**src/rtl/jtag_cpu_biu.sv**
```systemverilog
// Bridges JTAG-side burst commands to single-beat bus accesses, with byte-lane steering.
// Latency: read command reaches bus_req_o 2 cycles after acceptance; ack shows on rdata_o 1 cycle later.
// Backpressure: one access in flight; waits on wdata_valid_i / rdata_ready_i; cmd_ready_o only in IDLE.
module jtag_cpu_biu #(
  parameter int TIMEOUT = 255  // must be >= 1
) (
  input  logic        clk_i,
  input  logic        rst_ni,
  input  logic        cmd_valid_i,
  output logic        cmd_ready_o,
  input  logic [3:0]  cmd_opcode_i,
  input  logic [31:0] cmd_addr_i,
  input  logic [15:0] cmd_count_i,
  input  logic [31:0] wdata_i,
  input  logic        wdata_valid_i,
  output logic        wdata_ready_o,
  output logic [31:0] rdata_o,
  output logic        rdata_valid_o,
  input  logic        rdata_ready_i,
  input  logic        abort_i,
  output logic        busy_o,
  output logic        done_o,
  output logic        err_o,
  input  logic        err_clr_i,
  output logic        bus_req_o,
  output logic        bus_we_o,
  output logic [31:0] bus_addr_o,
  output logic [3:0]  bus_be_o,
  output logic [31:0] bus_wdata_o,
  input  logic [31:0] bus_rdata_i,
  input  logic        bus_ack_i,
  input  logic        bus_err_i
);

  typedef enum logic [2:0] {
    S_IDLE,
    S_CHECK,
    S_WAIT_WDATA,
    S_BUS,
    S_WAIT_RCONS,
    S_DONE
  } state_t;

  // Timeout counter counts completed bus cycles; the access gives up on cycle TIMEOUT.
  localparam int TW = $clog2(TIMEOUT + 1);
  localparam logic [TW-1:0] TMO_LAST = TW'(TIMEOUT - 1);

  state_t        state_q, state_d;
  logic [3:0]    op_q, op_d;
  logic [31:0]   addr_q, addr_d;
  logic [15:0]   cnt_q, cnt_d;
  logic [31:0]   wdata_q, wdata_d;
  logic [31:0]   rdata_q, rdata_d;
  logic [TW-1:0] tmo_q, tmo_d;
  logic          err_q, err_d;
  logic          err_set;

  // Opcode decode: bit 2 clear means write, bits [1:0] give 1/2/4-byte size.
  logic        is_write;
  logic        op_legal;
  logic        misaligned;
  logic [31:0] addr_step;
  logic [3:0]  lane_be;
  logic [31:0] lane_wdata;
  logic [31:0] rd_ext;

  assign is_write   = ~op_q[2];
  assign op_legal   = ~op_q[3] & (op_q[1:0] != 2'b00);
  assign misaligned = ((op_q[1:0] == 2'd2) & addr_q[0]) |
                      ((op_q[1:0] == 2'd3) & (addr_q[1:0] != 2'b00));

  // Lane steering: write data replicated onto the addressed lanes, read data right-aligned.
  always_comb begin
    lane_be    = 4'b0000;
    lane_wdata = wdata_q;
    rd_ext     = bus_rdata_i;
    addr_step  = 32'd4;
    case (op_q[1:0])
      2'd1: begin
        lane_be    = 4'b0001 << addr_q[1:0];
        lane_wdata = {4{wdata_q[7:0]}};
        rd_ext     = {24'h0, bus_rdata_i[{addr_q[1:0], 3'b000} +: 8]};
        addr_step  = 32'd1;
      end
      2'd2: begin
        lane_be    = addr_q[1] ? 4'b1100 : 4'b0011;
        lane_wdata = {2{wdata_q[15:0]}};
        rd_ext     = {16'h0, (addr_q[1] ? bus_rdata_i[31:16] : bus_rdata_i[15:0])};
        addr_step  = 32'd2;
      end
      2'd3: begin
        lane_be    = 4'b1111;
        lane_wdata = wdata_q;
        rd_ext     = bus_rdata_i;
        addr_step  = 32'd4;
      end
      default: begin
        lane_be    = 4'b0000;
        lane_wdata = wdata_q;
        rd_ext     = bus_rdata_i;
        addr_step  = 32'd4;
      end
    endcase
  end

  // Next-state and datapath updates; abort overrides everything outside IDLE.
  always_comb begin
    state_d = state_q;
    op_d    = op_q;
    addr_d  = addr_q;
    cnt_d   = cnt_q;
    wdata_d = wdata_q;
    rdata_d = rdata_q;
    tmo_d   = tmo_q;
    err_set = 1'b0;
    case (state_q)
      S_IDLE: begin
        if (cmd_valid_i) begin
          op_d    = cmd_opcode_i;
          addr_d  = cmd_addr_i;
          cnt_d   = cmd_count_i;
          state_d = S_CHECK;
        end
      end
      S_CHECK: begin
        if (!op_legal || (cnt_q == 16'd0) || misaligned) begin
          err_set = 1'b1;
          state_d = S_DONE;
        end else if (is_write) begin
          state_d = S_WAIT_WDATA;
        end else begin
          tmo_d   = '0;
          state_d = S_BUS;
        end
      end
      S_WAIT_WDATA: begin
        if (wdata_valid_i) begin
          wdata_d = wdata_i;
          tmo_d   = '0;
          state_d = S_BUS;
        end
      end
      S_BUS: begin
        if (bus_ack_i) begin
          addr_d = addr_q + addr_step;
          cnt_d  = cnt_q - 16'd1;
          if (is_write) begin
            state_d = (cnt_q == 16'd1) ? S_DONE : S_WAIT_WDATA;
          end else begin
            rdata_d = rd_ext;
            state_d = S_WAIT_RCONS;
          end
        end else if (bus_err_i || (tmo_q == TMO_LAST)) begin
          err_set = 1'b1;
          state_d = S_DONE;
        end else begin
          tmo_d = tmo_q + TW'(1);
        end
      end
      S_WAIT_RCONS: begin
        // Count was already decremented on the ack, so zero means this was the last beat.
        if (rdata_ready_i) begin
          if (cnt_q == 16'd0) begin
            state_d = S_DONE;
          end else begin
            tmo_d   = '0;
            state_d = S_BUS;
          end
        end
      end
      S_DONE: begin
        state_d = S_IDLE;
      end
      default: begin
        state_d = S_IDLE;
      end
    endcase
    if (abort_i && (state_q != S_IDLE)) begin
      state_d = S_IDLE;
      err_set = 1'b0;
    end
  end

  // Sticky error: a set in the same cycle as a clear wins.
  always_comb begin
    err_d = err_set | (err_q & ~err_clr_i);
  end

  // State and datapath registers.
  always_ff @(posedge clk_i or negedge rst_ni) begin
    if (!rst_ni) begin
      state_q <= S_IDLE;
      op_q    <= 4'h0;
      addr_q  <= 32'h0;
      cnt_q   <= 16'h0;
      wdata_q <= 32'h0;
      rdata_q <= 32'h0;
      tmo_q   <= '0;
      err_q   <= 1'b0;
    end else begin
      state_q <= state_d;
      op_q    <= op_d;
      addr_q  <= addr_d;
      cnt_q   <= cnt_d;
      wdata_q <= wdata_d;
      rdata_q <= rdata_d;
      tmo_q   <= tmo_d;
      err_q   <= err_d;
    end
  end

  assign cmd_ready_o   = (state_q == S_IDLE);
  assign busy_o        = (state_q != S_IDLE);
  assign done_o        = (state_q == S_DONE);
  assign err_o         = err_q;
  assign wdata_ready_o = (state_q == S_WAIT_WDATA);
  assign rdata_valid_o = (state_q == S_WAIT_RCONS);
  assign rdata_o       = rdata_q;
  assign bus_req_o     = (state_q == S_BUS);
  assign bus_we_o      = bus_req_o & is_write;
  assign bus_be_o      = bus_req_o ? lane_be : 4'b0000;
  assign bus_addr_o    = addr_q;
  assign bus_wdata_o   = lane_wdata;

endmodule

```
**config.mk**
```make
export PLATFORM = sky130hd
export DESIGN_NAME = jtag_cpu_biu
export DESIGN_NICKNAME = d
export VERILOG_FILES = /design/src/rtl/jtag_cpu_biu.sv
export SDC_FILE = /design/constraint.sdc
export NUM_CORES = 1
export LEC_CHECK = 0
export CAP_MARGIN = 25
export CORE_ASPECT_RATIO = 1.75
export CORE_MARGIN = 2
export CORE_UTILIZATION = 51
export CTS_CLUSTER_DIAMETER = 30
export DETAILED_ROUTE_END_ITERATION = 10
export PLACE_DENSITY = 0.86
export SLEW_MARGIN = 25
export SYNTH_ARGS = -nofsm -noshare
export SYNTH_HDL_FRONTEND = slang
export SYNTH_SLANG_ARGS = --single-unit
```
**constraint.sdc**
```tcl
create_clock -name clk_i -period 8 [get_ports clk_i]
set_input_delay 1.6 -clock clk_i [delete_from_list [all_inputs] [get_ports clk_i]]
set_output_delay 1.6 -clock clk_i [all_outputs]
set_load 0.1 [all_outputs]
```
# After elaboration in Yosys (flattened, before gate mapping)
# Cells that the tools add are included.
[op_classes] add_sub_neg=3 eq_ne=23 n_shift=2 n_mux=38 bitwise=10 reduce_logical=18
[ops] cell="$pmux W32 S2" n=3
[ops] cell="$mux W32" n=2
[ops] cell="$mux W8" n=7
[ops] cell="$mux W16" n=3
[ops] cell="$add A32 B32 Y32" n=1
[ops] cell="$pmux W16 S2" n=1
[ops] cell="$pmux W8 S4" n=1
[ops] cell="$shiftx A32 B6 Y8" n=1
[ops] cell="$mux W3" n=10
[ops] cell="$eq A16 B1 Y1 const B" n=1
[ops] cell="$logic_not A16 Y1" n=1
[ops] cell="$sub A16 B1 Y16 const B" n=1
[ops] cell="$pmux W3 S5" n=1
[ops] cell="$ne A2 B2 Y1 const B" n=7
[ops] cell="$pmux W4 S3" n=1
[ops] cell="$add A8 B1 Y8 const B" n=1
[ops] cell="$eq A8 B8 Y1 const B" n=1
[ops] cell="$mux W4" n=2
[ops] cell="$reduce_and A8 Y1" n=1
[ops] cell="$eq A3 B2 Y1 const B" n=2
[ops] cell="$eq A3 B3 Y1 const B" n=2
[ops] cell="$ne A3 B2 Y1 const B" n=2
[ops] cell="$pmux W3 S2" n=1
[ops] cell="$reduce_and A3 Y1" n=2
[ops] cell="21 further kinds" n=39
[totals] reg_bits=128 inputBits=125 out_inout_bits=108 wordCells=102

# Longest topological paths before layout
[depth] word_depth=9 mapped_depth=11 mapped_depth_nobuf=10

# Least setup slack after synthesis
# No wires, ideal clock.
[synth_timing] kind="reg2out" from="register state_q[2]" to="output busy_o" arrival_ps=4116 t_required_ps=6400 path_slack_ps=2284 stages_incl_launch_ff=4 path_buffers=1 cell_sequence="dfrtp_1 clkbuf_1 nor3_1 inv_1"
[synth_via] elab_chain_cells=1
[synth_rtl] item="start, declared" line="48" text="state_t state_q, state_d;"
[synth_rtl] item="start signal, assigned" line="201" text="state_q <= state_d;"
[synth_rtl] item="$reduce_bool A3 Y1" line="213" text="assign busy_o = (state_q != S_IDLE);"
[synth_rtl] item="end, declared" line="21" text="output logic busy_o,"
# No other way between the ends.

# Final worst setup path
[layout_timing] from="register op_q[0]" to="output bus_wdata_o[22]"
[layout_via] elab_chain_cells=2 elab_cells_between_ends=3 classes_between="eq/ne: 2; mux: 1"
[layout_rtl] item="start, declared" line="49" text="logic [3:0] op_q, op_d;"
[layout_rtl] item="start signal, assigned" line="202" text="op_q <= op_d;"
[layout_rtl] item="$eq A2 B2 Y1 / $eq A2 B1 Y1 (equally long branches)" line="78" text="case (op_q[1:0])"
[layout_rtl] item="$pmux W32 S2 *" line="78"
[layout_rtl] item="end, declared" line="29" text="output logic [31:0] bus_wdata_o,"
# Mark *: on every way between the ends. The rest lies on a longest branch, timed or not.

==> impl_metrics.env <==
export IMPL_seq_area_frac_synth_pct=42.8
export IMPL_hold_viol=0
export IMPL_path_clk_slew_ns=0.06
export IMPL_cp_end_kind="primary output"
export IMPL_grt_ovfl_total=0
export IMPL_coreArea_um2=14400
export IMPL_maxSlewHeadroom_pct=29.0
export IMPL_avgSynthCellArea_um2=8.78
export IMPL_grt_pass1_wl_um=35900
export IMPL_die_area_um2=15700
export IMPL_antenna_found_initial=0
export IMPL_drtAntennaViolNets=0
export IMPL_vias_per_cell=6.04
export IMPL_slew_violations=0
export IMPL_drt_iter0_drc=458
export IMPL_top_level_ports=233
export IMPL_cts_buffers_inserted=17
export IMPL_max_stage_delay_ns=0.99
export IMPL_hold_path_depth=2
export IMPL_dp_hpwl_um=16400
export IMPL_stdcell_area_um2=10400
export IMPL_status="completed"
export IMPL_synth_area_leaders="dfrtp_1 43%, nand2_1 5.4%, o21ai_0 4.8%"
export IMPL_async_reset_ff_share_pct=100
export IMPL_cts_root_buf="clkbuf_16"
export IMPL_max_cap_viol_count=0
export IMPL_finalWorstSetupSlack_ns=2.67
export IMPL_synth_edff_count=0
export IMPL_netlist_area_um2=7490
export IMPL_yosys_register_bits=128
export IMPL_final_cell_mix="231 x clkdlybuf4s50_1, 128 x dfrtp_1, 107 x nand2_1, 72 x o21ai_0, 69 x nor2_1"
export IMPL_cts_sink_count=128
export IMPL_ctsResizeCount=0
export IMPL_hp_class="register to register"
export IMPL_crit_arrival_ns=3.73
export IMPL_port_buffers=232
export IMPL_worstMarginPinSlew_ns=1.06
export IMPL_yosys_warnings=0
export IMPL_drive_above_1_share_pct=8.19
export IMPL_reg2reg_depth=9
export IMPL_path_cells="inv_1 > ha_2 > clkinv_1 > o2bb2ai_1 > clkdlybuf4s50_1"
export IMPL_setup_viol=0
export IMPL_grt_pass1_vias=7223
export IMPL_die_w_um=95.6
export IMPL_area_growth_pct=39.1
export IMPL_crit_reg2reg_launch="op_q[0]"
export IMPL_rsz0062_at_grt="false"
export IMPL_r2r_slack_ns=3.60
export IMPL_grt_usage_pct=29.2
export IMPL_die_h_um=164
export IMPL_setup_worst_path_class="register to primary output"
export IMPL_tns_ns=0
export IMPL_fin_skew_ns=0.0117
export IMPL_gp_congestion=0.856
export IMPL_yosys_area_top_type="dfrtp_1"
export IMPL_start_util_pct=52.1
export IMPL_final_common_cell="clkdlybuf4s50_1"
export IMPL_path_delay_family="buffers and inverters"
export IMPL_holdPathEnd="rdata_o[0]"
export IMPL_dr_pass1_iters=7
export IMPL_cts_tree="done"
export IMPL_slowest_stage="clkdlybuf4s50_1"
export IMPL_drc=0
export IMPL_place_ws_ns=2.67
export IMPL_crit_fanout=35
export IMPL_insertion_delay_ns=0.42
export IMPL_finalNetCount=1189
export IMPL_r2r_end="bus_addr_o[28]"
export IMPL_synth_top_area_share_pct=42.8
export IMPL_synthCells=853
export IMPL_wl_um=23100
export IMPL_hold_start="rdata_o[0]"
export IMPL_cp_start_kind="register"
export IMPL_htreeDepth=4
export IMPL_cts_hold_buf=0
export IMPL_vias=7504
export IMPL_grt_start_max_net_pins=80
export IMPL_syn_nets=993
export IMPL_crit_required_ns=6.40
export IMPL_min_period_ns=5.33
export IMPL_place_area_um2=9820
export IMPL_cts_buffer_depth=2
export IMPL_rows=58
export IMPL_synth_cell_types=67
export IMPL_wire_per_inst_um=18.5
export IMPL_fmax_ghz=0.188
export IMPL_synth_main_ff_cell="dfrtp_1"
export IMPL_period_share_pct=66.6
export IMPL_path_buf_inv=3
export IMPL_post_cts_buffers=0
[metrics by stage]
stage / cells / hold slack, ns / utilization (%)
floorplan: 853 / 0.465 / -
global placement: 1210 / 0.461 / 68.3
detailed placement: 1210 / 0.469 / 68.3
CTS: 1242 / 0.483 / 72.4
global route: 1242 / 0.501 / 72.5
finish: 1243 / 0.476 / 72.5
[worst max-delay path by stage]
stage,cells after the start,to,start
4_1_cts,5,bus_wdata_o[22],op_q[0]
6_report,5,bus_wdata_o[22],op_q[0]
2_1_floorplan,3,busy_o,state_q[2]
3_5_place_dp,5,bus_wdata_o[22],op_q[0]
5_1_grt,5,bus_wdata_o[22],op_q[1]
3_3_place_gp,5,bus_wdata_o[22],op_q[0]
[tightest hold or removal path: cells and delay by family, from the launching register on]
kind / cells / cell delay, ns
DFF: 1 / 0.34
AOI/OAI and AO/OA: 1 / 0.06
and+or+nand+nor: 1 / 0.04
[sequential cells by signal, summed over array words and instances, names as in the netlist]
register / count
bus_addr_o: 32
cnt_q: 16
err_o: 1
op_q: 4
rdata_o: 32
state_q: 3
tmo_q: 8
wdata_q: 32
[cell families after synthesis]
logic type / Yosys count / share of synthesized area (%)
AND/OR/NAND/NOR: 300 / 19.2
AO/OA/AOI/OAI: 282 / 24.9
flip-flops: 128 / 42.8
buffers and inverters: 94 / 5.46
multiplexers: 34 / 5.06
adder cells (fa/ha/maj): 15 / 2.61
[area by class of cell]
class | count | area [um2]
Timing Repair Buffer | 239 | 2380
Fill cell | 1113 | 3950
Antenna cell | 1 | 2.50
Tap cell | 180 | 225
Inverter | 32 | 120
Clock inverter | 14 | 158
Clock buffer | 18 | 429
Sequential cell | 128 | 3200
Multi-Input combinational cell | 631 | 3900
[cell usage after synthesis (4+ instances only)]
library cell  count
nor4_1            8
o32ai_1           6
ha_1             14
a31oi_1           9
o22ai_1          17
a21oi_1          64
a22o_1            8
nor2_1           69
and3_1           11
nor3_1           19
dfrtp_1         128
o21ai_0          72
inv_1            30
nand3_1          26
o2111ai_1         5
buf_1             4
o211ai_1         10
and4_1            4
a211oi_1          6
or2_2             4
a22oi_1          20
or4_1             8
nand2b_1          4
or3_1             7
buf_2             9
and2_1            6
o22a_1            6
nand2_1         107
mux2_2           31
buf_4            10
a222oi_1          8
clkbuf_1         38
nor2b_1           7
a2bb2oi_1        17
nand4_1           9
[routing by layer]
| layer | up-vias | part of all wire, % | global-route usage (%) |
|---|---|---|---|
| met4 | 0 | 3.1 | 13.1 |
| met2 | 333 | 54 | 52.4 |
| met3 | 52 | 6.5 | 5.18 |
| li1 | 3549 | - | - |
| met5 | - | 0 | 0 |
| met1 | 3570 | 37 | 33.0 |
Power is left out: the tool's default activity adds up to more than one toggle a clock period on the data nets, which glitch-free logic cannot reach.
==> RTL edit 1: new RTL, same flow settings <==
The 6 states of `state_t` get a one-hot encoding in 6 bits.
--- a/src/rtl/jtag_cpu_biu.sv
+++ b/src/rtl/jtag_cpu_biu.sv
@@ -33,11 +33,11 @@
 );
 
-  typedef enum logic [2:0] {
-    S_IDLE,
-    S_CHECK,
-    S_WAIT_WDATA,
-    S_BUS,
-    S_WAIT_RCONS,
-    S_DONE
+  typedef enum logic [5:0] {
+    S_IDLE       = 6'b000001,
+    S_CHECK      = 6'b000010,
+    S_WAIT_WDATA = 6'b000100,
+    S_BUS        = 6'b001000,
+    S_WAIT_RCONS = 6'b010000,
+    S_DONE       = 6'b100000
   } state_t;
 
Check against the original RTL: no difference found for any inputs over 4 cycles, from zero or initial values and one cycle with rst_ni low; so few cycles prove little.
==> RTL edit 1 against the original RTL <==
Final area grew 0.72%. Routed wire length grew 2.8%. First-iteration DRC count grew 20%. Area after synthesis grew 1.2%. Setup slack gained 0.20 ns. Sequential cell count grew 3. Via count grew 0.36%. Synthesized cell count shrank 3.3%. Sequential share of layout area grew 0.51 points. Highest routed layer unchanged. Clock skew shrank 0.0024 ns. Non-clock buffer count shrank 3. Core utilization shrank 1.1 points.
==> RTL edit 1: results (changes against the original RTL) <==
status=finished clean; Worst Path Arrival=3.53 ns (-0.20 ns); number of global-route vias before repair=7449 (+3.1%); Final HPWL DP=17200 um (+5.0%); n_diodes=0 (-1); Filler cells=1128 (+1.3%); nets=1159 (-2.5%); gpl congestion=0.947 (+11%); DR iter-0 viols=548 (+20%); iteration count of the initial detailed-routing pass=5 (-2); Worst Skew=0.00926 ns (-0.00240 ns); drt via density=6.20 (+2.8%); sequential fraction of the synthesis area=43.3% (+0.51 points); Cell variety after synth=76 (+13%); r2r setup slk=3.65 ns (+0.05 ns); critical hold path startpoint=rdata_o[13]$_DFFE_PN0P_; final WL=23700 um (+2.8%); relative slew slack=29.6% (+0.62 points); Largest stage delay, worst path=1.20 ns (+0.21 ns); clk_lat worst skew=0.41 ns; Peak supply drop=0.000439 V; Hold Slack=0.476 ns (-0.000203 ns); Leak=4.29 nW; Reg-to-Reg End=bus_addr_o[31]$_DFFE_PN0P_; R2R cell count=9 (unchanged); Hold Path Sink=rdata_o[13]$_DFFE_PN0P_; ranking of synthesized cells by instance count=dfrtp_1 (130), nand2_1 (98), o21ai_0 (61); largest net degree at the start of global routing=72 (-10%); Tot GR Track Use=29.8% (+0.62 points); syn nets=965 (-2.8%); first-pass GRT wire length=37000 um (+3.2%); layout cells sized above 1=8.44% (+0.25 points); Setup WS pre-CTS=2.63 ns (-0.0406 ns); critical path class=reg2out; Post-CTS Setup Inserts=0 (unchanged); worst hold path stage count=2 (unchanged); Critical path origin=op_q[1]$_DFFE_PN0P_; crit path max fanout=13 (-63%); main area contributors after synthesis=dfrtp_1 (43%), nand2_1 (4.9%), mux2_2 (4.2%), o21ai_0 (4.0%), a21oi_1 (3.9%); Num CTS Buffers=17 (unchanged)
RTL edit 1: cell types whose count changed after synthesis, sizes merged, moves of 6 or more:
cell / unedited run / this run
mux2i: 3 / 10
o21ai: 74 / 61
a22oi: 20 / 14
o31ai: 1 / 9
nand2: 107 / 100
nor2: 69 / 59
inv: 30 / 19
nand4: 9 / 18
o2bb2ai: 3 / 13
RTL edit 1: layer usage:
| metal | global-route usage, % | routed length (um) |
|---|---|---|
| met5 | 0 | 0 |
| met1 | 34.9 | 8580 |
| met2 | 51.9 | 12500 |
| met3 | 5.04 | 1650 |
| met4 | 14.6 | 976 |
RTL edit 1: per-stage QoR:
step | cells | total power, mW | area, um^2
after floorplan | 825 | 2.90 | 7580
after global placement | 1182 | 3.52 | 9890
after detailed placement | 1183 | 3.55 | 9920
after CTS | 1214 | 4.32 | 10500
after global routing | 1214 | 4.51 | 10500
final | 1214 | 4.32 | 10500
RTL edit 1: final cells by class:
type	count	share of cell area (%)
timing repair buffer	236	22.6
tap	183	2.18
clock buffer	21	4.39
inverter	20	0.716
sequential	131	31.3
multi-input combinational	613	37.8
clock inverter	10	1.04
RTL edit 1: critical path, delay by kind of cell (launching register included):
kind | cells | cell delay [ns]
buf+inv | 2 | 1.30
simple gates | 4 | 0.95
fa+ha+maj | 1 | 0.47
flops | 1 | 0.40
RTL edit 1: how the worst max path moves through the flow:
stage | endpoint | slack (ns) | cells after the start
detailed placement | bus_wdata_o[17] | 2.63 | 5
floorplan | bus_be_o[3] | 2.59 | 5
finish | bus_be_o[3] | 2.87 | 7
global route | bus_be_o[3] | 2.64 | 7
global placement | bus_wdata_o[17] | 2.75 | 5
CTS | bus_wdata_o[17] | 2.18 | 5
RTL edit 1: logic make-up after synthesis:
kind of cell | synth area share [%]
DFF | 43.3
and+or+nand+nor | 19.1
buffers and inverters | 4.66
AOI/OAI and AO/OA | 24.1
adders and majority gates | 2.58
xor gates and xnor gates | 0.231
muxes | 6.08
RTL edit 1: where the power goes:
group | switching [mW] | internal [mW] | leakage (nW)
sequential | 0.245 | 0.824 | 1.69
combinational | 1.83 | 0.660 | 2.31
clock | 0.285 | 0.471 | 0.278
total | 2.36 | 1.96 | 4.29
==> RTL edit 2: new RTL, same settings <==
Without the edit above. Change the parameter `TIMEOUT` from 255 to 510.
--- a/src/rtl/jtag_cpu_biu.sv
+++ b/src/rtl/jtag_cpu_biu.sv
@@ -3,5 +3,5 @@
 // Backpressure: one access in flight; waits on wdata_valid_i / rdata_ready_i; cmd_ready_o only in IDLE.
 module jtag_cpu_biu #(
-  parameter int TIMEOUT = 255  // must be >= 1
+  parameter int TIMEOUT = 510  // must be >= 1
 ) (
   input  logic        clk_i,
Formal check against the unedited RTL: same outputs for any inputs over 4 cycles, from zero or initial values and one cycle with rst_ni low; that may be too few to reach the edited logic, so the function may still have changed.
==> RTL edit 2 against the original RTL <==
Sequential cell count is 1 higher. Final area is 0.97% higher. Area after synthesis is 1.5% higher. Sequential share of layout area is 0.058 points lower. Fmax is 2.4% higher. Cell count is 0.24% lower. Highest routed layer unchanged. Die area is 1.5% higher. Routed wire length is 3.0% higher. Via count is 2.4% higher. Setup slack better by 0.12 ns. Clock skew is 0.0042 ns higher.
Power is left out: the tool's default activity adds up to more than one toggle a clock period on the data nets, which glitch-free logic cannot reach.
==> RTL edit 2: results (changes against the original RTL) <==
DR iter-0 viols=602 (+31%); n_diodes=0 (-1); reg-to-reg startpoint=op_q[1]$_DFFE_PN0P_; Worst Path Arrival=3.60 ns (-0.13 ns); Reg-to-Reg End=bus_addr_o[24]$_DFFE_PN0P_; met3 WL=1590 um (+5.7%); relative slew slack=29.9% (+0.95 points); Num CTS Buffers=17 (unchanged); syn nets=989 (-0.40%); r2r setup slk=3.95 ns (+0.35 ns); crit path max fanout=13 (-63%); grt met2 use=50.2% (-2.3 points); Largest stage delay, worst path=1.19 ns (+0.20 ns); sequential fraction of the synthesis area=42.5% (-0.32 points); ranking of synthesized cells by instance count=dfrtp_1 (129), nand2_1 (97), nor2_1 (78); number of global-route vias before repair=7343 (+1.7%); Cell variety after synth=71 (+6.0%); Vias=7682 (+2.4%); Routed wire per std cell=19.2 um (+3.3%); GR Layer Usage met3=6.31% (+1.1 points); status=finished clean; Filler cells=1126 (+1.2%); gpl congestion=0.915 (+6.8%); layout cells sized above 1=9.18% (+0.98 points); met2 routed WL=12500 um (+0.95%); Tot GR Track Use=29.6% (+0.42 points); iteration count of the initial detailed-routing pass=5 (-2); R2R cell count=10 (+1); critical hold path startpoint=rdata_o[19]$_DFFE_PN0P_; Hold Slack=0.464 ns (-0.0116 ns); Hold Path Sink=rdata_o[19]$_DFFE_PN0P_; first-pass GRT wire length=36800 um (+2.7%); cell area after synthesis=7600 um^2 (+1.5%); M1 WL=8800 um (+3.9%); main area contributors after synthesis=dfrtp_1 (42%), mux2_2 (5.2%), nand2_1 (4.8%), a21oi_1 (3.9%), nor2_1 (3.9%); Worst Skew=0.0159 ns (+0.00424 ns); Post-CTS Setup Inserts=0 (unchanged); met1 Usage GRT=35.6% (+2.6 points); Final HPWL DP=16800 um (+2.4%)
==> RTL edit 2: stage by stage <==
stage / utilization [%] / worst slack [ns] / instances / area [um^2]
3_5_place_dp: 67.5 / 2.69 / 1207 / 9910
3_3_place_gp: 67.5 / 2.78 / 1207 / 9910
6_report: 71.6 / 2.80 / 1240 / 10500
2_1_floorplan: - / 2.46 / 849 / 7600
4_1_cts: 71.3 / 2.27 / 1239 / 10500
5_1_grt: 71.6 / 2.59 / 1240 / 10500
==> RTL edit 2: logic make-up after synthesis <==
group / count (synthesis) / share of synthesized area [%]
buf+inv: 86 / 5.22
mux: 37 / 5.45
simple gates: 329 / 21.1
compound gates: 253 / 23.2
fa+ha+maj: 15 / 2.57
flops: 129 / 42.5
==> RTL edit 2: layout make-up <==
type | instances | area share, %
clock buffers | 19 | 4.21
repair buffers | 241 | 22.9
well taps | 183 | 2.18
flip-flops and latches | 129 | 30.7
multi-input cells | 634 | 38.0
clock inverters | 13 | 1.20
inverters | 21 | 0.750
